$ cat config.mk
export PLATFORM = sky130hd
export DESIGN_NAME = pipe_stage_skid_reg
export DESIGN_NICKNAME = d
export VERILOG_FILES = /design/src/rtl/pipe_stage_skid_reg.sv
export SDC_FILE = /design/constraint.sdc
export NUM_CORES = 1
export LEC_CHECK = 0
export ABC_CLOCK_PERIOD_IN_PS = 4200
export BUFFER_PORTS_ARGS = -buffer_cell sky130_fd_sc_hd__buf_2
export CORE_ASPECT_RATIO = 0.6
export CORE_UTILIZATION = 40
export DETAILED_ROUTE_END_ITERATION = 10
export PLACE_DENSITY_LB_ADDON = 0.05
export SYNTH_ARGS = -nofsm -noshare
export SYNTH_HDL_FRONTEND = slang
export SYNTH_SLANG_ARGS = --single-unit
$ cat constraint.sdc
create_clock -name clk -period 4.2 [get_ports clk]
set_input_delay 1.05 -clock clk [delete_from_list [all_inputs] [get_ports clk]]
set_output_delay 1.05 -clock clk [all_outputs]
set_load 0.01 [all_outputs]
$ cat src/rtl/pipe_stage_skid_reg.sv
// Two-entry pipeline stage register with a skid buffer. in_ready is taken only
// from registered state, so the upstream ready path never sees out_ready.
module pipe_stage_skid_reg #(
  parameter int DATA_W = 32,
  parameter int ADDR_W = 4,
  parameter int CTRL_W = 3
) (
  input  logic              clk,
  input  logic              rst,
  input  logic              flush,
  input  logic              in_valid,
  output logic              in_ready,
  input  logic [CTRL_W-1:0] in_ctrl,
  input  logic [DATA_W-1:0] in_alu_res,
  input  logic [DATA_W-1:0] in_val_rm,
  input  logic [ADDR_W-1:0] in_dest,
  output logic              out_valid,
  input  logic              out_ready,
  output logic [CTRL_W-1:0] out_ctrl,
  output logic [DATA_W-1:0] out_alu_res,
  output logic [DATA_W-1:0] out_val_rm,
  output logic [ADDR_W-1:0] out_dest,
  output logic [1:0]        count
);

  localparam int ENTRY_W = CTRL_W + 2 * DATA_W + ADDR_W;

  // Encodings equal the occupancy so count comes straight from the state.
  typedef enum logic [1:0] {
    EMPTY = 2'd0,
    ONE   = 2'd1,
    FULL  = 2'd2
  } state_t;

  state_t             state_reg, state_next;
  logic [ENTRY_W-1:0] main_reg, skid_reg;
  logic [ENTRY_W-1:0] in_entry;
  logic               load_main_in, load_main_skid, load_skid;
  logic               push, pop;
  logic [CTRL_W-1:0]  main_ctrl;

  assign in_entry  = {in_ctrl, in_alu_res, in_val_rm, in_dest};
  assign in_ready  = (state_reg != FULL) & ~rst;
  assign out_valid = (state_reg != EMPTY);
  assign push      = in_valid & in_ready;
  assign pop       = out_valid & out_ready;
  assign count     = state_reg;

  always_comb begin
    state_next     = state_reg;
    load_main_in   = 1'b0;
    load_main_skid = 1'b0;
    load_skid      = 1'b0;
    if (flush) begin
      state_next = EMPTY;
    end else begin
      case (state_reg)
        EMPTY: begin
          if (push) begin
            state_next   = ONE;
            load_main_in = 1'b1;
          end
        end
        ONE: begin
          if (push && pop) begin
            load_main_in = 1'b1;
          end else if (push) begin
            state_next = FULL;
            load_skid  = 1'b1;
          end else if (pop) begin
            state_next = EMPTY;
          end
        end
        FULL: begin
          if (pop) begin
            state_next     = ONE;
            load_main_skid = 1'b1;
          end
        end
        default: state_next = EMPTY;
      endcase
    end
  end

  always_ff @(posedge clk) begin
    if (rst) begin
      state_reg <= EMPTY;
    end else begin
      state_reg <= state_next;
    end
  end

  // Entries are written only on load strobes; flush just drops occupancy.
  always_ff @(posedge clk) begin
    if (rst) begin
      main_reg <= '0;
      skid_reg <= '0;
    end else begin
      if (load_main_in) begin
        main_reg <= in_entry;
      end else if (load_main_skid) begin
        main_reg <= skid_reg;
      end
      if (load_skid) begin
        skid_reg <= in_entry;
      end
    end
  end

  assign main_ctrl   = main_reg[ENTRY_W-1 -: CTRL_W];
  assign out_alu_res = main_reg[2*DATA_W+ADDR_W-1 -: DATA_W];
  assign out_val_rm  = main_reg[DATA_W+ADDR_W-1 -: DATA_W];
  assign out_dest    = main_reg[ADDR_W-1:0];

  // A bubble must never carry write-back or memory enables.
  generate
    for (genvar gi = 0; gi < CTRL_W; gi++) begin : g_ctrl_gate
      assign out_ctrl[gi] = main_ctrl[gi] & out_valid;
    end
  endgenerate

endmodule

# Word-level counts from Yosys, hierarchy flattened
# Index checks and enable logic that the tools add are counted.
# op_classes
reduce_logical,6
bitwise,7
mux,18
eq_ne,7
# op_table
op,count
$mux W71,2
$mux W2,5
$mux W1,9
$ne A2 B2 Y1 const B,4
$and A1 B1 Y1,6
$pmux W2 S3,1
$reduce_and A4 Y1,1
$reduce_bool A2 Y1,2
$ne A3 B3 Y1 const B,1
$eq A2 B1 Y1 const B,1
$eq A2 B2 Y1 const B,1
$logic_not A2 Y1,1
$pmux W1 S2,1
$reduce_or A2 Y1,1
$logic_and A1 B1 Y1,1
$not A1 Y1,1
# totals
ff_bits,144
elab_cells,41
output_inout_bits,75

# Logic depth before layout (Yosys ltp)
# logic_depth
depth_word,8
depth_mapped,7
depth_no_buf,3

# Least setup slack after synthesis
# OpenSTA, ideal clock, no wires.
# synth_timing
kind,in2out
startpoint,input rst
endpoint,output in_ready
n_path_buf,2
path_slack_ps,1453
arrival_time_ps,1697
cell_stages,3
cell_sequence,clkbuf_1 clkbuf_1 nor2_1
# synth_via
elab_chain_len,2
# synth_lines
item,line_no,rtl
from (decl),9,"input logic rst,"
$not A1 Y1,43,assign in_ready = (state_reg != FULL) & ~rst;
$and A1 B1 Y1,43,
to (decl),12,"output logic in_ready,"
# Every way passes these cells.

# Worst setup path in the final report
# Ends and elaborated chain as after synthesis.

==> impl_metrics.py <==
metrics = {
    "synthesis": {
        "ys_warn_count": 0,
        "yosys-top-cells-area": "dfxtp_1 42%, o211ai_2 12%, a21oi_1 10%",
        "ys_seq_elements": 144,
        "synth_fa_ha_area_frac": 0,
        "synth_simple_gate_area_share": 0.07084,
        "synth-xor-area-share": 0,
        "synth.distinct_cells": 26,
        "synth_top_family_by_area": "compound AO/OA/AOI/OAI gates",
        "synth_area_um2": 6942,
        "synth-edff-count": 0,
        "yosys.area.top_type": "dfxtp_1",
        "ys_seq_area_frac": 0.4153,
        "synth_area_per_cell_um2": 9.170,
        "synthMuxAreaShare": 0.001442,
        "yosysTopAreaCellShare": 0.4153,
        "synth_cells": 757,
        "syn_nets": 833,
        "synthTopCellsByCount": "144 x a21oi_1, 144 x dfxtp_1, 71 x a32oi_1, 71 x nand3_1, 69 x o211ai_2",
        "async_reset_ff_frac": 0,
        "synth_compound_area_frac": 0.3722,
        "synthFlopType": "dfxtp_1",
    },
    "timing": {
        "period_minus_slack_ns": 2.796,
        "tns_ns": 0,
        "rsz0062_at_grt": "no",
        "worstMarginPinSlew_ns": 1.082,
        "finClkSkew_ns": 0.01552,
        "hold_violations": 0,
        "slew_viol_final": 0,
        "relSlewSlack": 0.2784,
        "min_period_over_period": 0.6656,
        "fmaxAchievable_ghz": 0.3577,
        "setup_violations": 0,
    },
    "setup_path": {
        "end_kind": "output port",
        "cp_data_required_time_ns": 3.15,
        "arrival_ns": 1.75,
        "cp_max_fo": 45,
        "path_class": "input pin to output port",
        "critPathLaunchType": "input pin",
    },
    "floorplan": {
        "core_um2": 16580,
        "dieHeight_um": 104.0,
        "num_rows": 36,
        "die-area_um2": 17900,
        "dieWidth_um": 172.1,
        "initial_core_util": 0.4188,
        "ios": 151,
    },
    "power": {
        "p_leak_nw": 2.617,
        "comb_power_share": 0.080,
        "p_int_mw": 2.282,
        "power.switching_mw": 0.8066,
        "switching_share": 0.2612,
        "power.density_nw_per_um2": 397.7,
        "ir_drop_mv": 0.2781,
        "p_clk_frac": 0.463,
        "seq_power_share": 0.457,
    },
    "clock_tree": {
        "cts-resized-gates": 0,
        "hold_buffers": 0,
        "cts_num_sinks": 144,
        "post_cts_buffers": 0,
        "cts_tree": "built",
        "cts_buffers": 17,
        "clkTransAtPathRegs_ns": 0.06,
        "insertion_delay_ns": 0.41,
        "htree_levels": 4,
        "clockBufferDepth": 2,
        "cts_root_buf": "clkbuf_16",
    },
    "placed_design": {
        "dp_cells": 986,
        "portBuffers": 150,
        "gp_congestion": 0.7622,
        "post_dp_cell_area_um2": 7207,
        "dp.final_hpwl_um": 10840,
    },
    "final_layout": {
        "stdcell_area_um2": 7766,
        "final_util": 0.4685,
        "drive_gt1_frac": 0.3443,
        "syn_to_final_growth_pct": 11.88,
        "fillCellCount": 1622,
        "layout.nets": 853,
        "multiInputGateArea_um2": 3132,
        "seq_area_um2": 2883,
        "fin_cells": 1019,
    },
    "routing": {
        "initialDrtViolationCount": 551,
        "firstDrtPassIters": 5,
        "finalWirelength_um": 18470,
        "vias": 5935,
        "wl_per_cell_um": 18.13,
        "drc": 0,
        "viasPerCell": 5.824,
        "ant_nets": 0,
    },
    "global_routing": {
        "grt_pass1_wl_um": 29170,
        "grt_pass1_vias": 5535,
        "grt_overflow": 0,
        "antenna_found_initial": 1,
        "grtUsageTotal": 0.2033,
        "grt_max_degree": 107,
    },
    "outcome": {
        "status": "finished clean",
    },
    "worst_hold_path": {
        "hold_path_class": "register to register",
    },
    "job": {
        "drv_cap": 0,
    },
}
routing by layer:
layer	GRT usage	routed length, um	vias up
met5	0	13	-
met4	0.04362	150	2
met3	0.05251	1095	14
met2	0.3044	8286	188
met1	0.2905	8923	2891
li1	-	-	2840
path summary, 6_finish.rpt:
check / to / cells past startpoint / slack [ns] / from
setup / recovery: in_ready / 3 / 1.40 / rst
hold / removal: skid_reg[5] / 2 / 0.47 / skid_reg[5]
setup reg to reg: main_reg[61] / 4 / 1.96 / count[1]
hold reg to reg: skid_reg[5] / 2 / 0.47 / skid_reg[5]
metrics by stage:
stage	setup slack (ns)	total power, mW	hold slack [ns]
2_1_floorplan	1.453	1.615	0.4535
3_3_place_gp	1.270	1.684	0.4583
3_5_place_dp	1.223	1.690	0.4656
4_1_cts	1.397	3.123	0.4743
5_1_grt	1.332	3.215	0.4931
6_report	1.404	3.088	0.4746
kinds of logic after synthesis:
kind of cell           after synthesis
buffers and inverters              165
flip-flops                         144
AO/OA/AOI/OAI                      358
AND/OR/NAND/NOR                     89
multiplexers                         1
power groups by stage:
stage               logic (mW)  registers, mW  clock network, mW
finish                   0.247           1.41               1.43
global route             0.269           1.41               1.53
CTS                      0.248           1.41               1.46
detailed placement       0.248           1.44                  0
global placement         0.243           1.44                  0
floorplan                0.178           1.44                  0
critical path: stages:
cell	delay (ns)
buf_4	0.41
nor2_1	0.10
buf_2	0.17
cell usage in the layout (no fill, tap or decap), drive strengths merged, types with 3 or more instances in the layout:
master and instances:
dfxtp 144, o21ai 71, a21oi 144, nor2 4, clkinv 3, o211ai 71
inv 6, clkbuf 20, a32oi 71, buf 165, nand3 71, nor2b 6
clkinvlp 4
cell type report:
cell class,count,area share
multi-input combinational,448,0.4033
sequential,144,0.3712
timing repair buffer,165,0.1163
clock buffer,20,0.05880
tap,228,0.03673
clock inverter,12,0.01289
inverter,1,0.0004833
antenna,1,0.0003222
(Power assumes the default switching activity.)
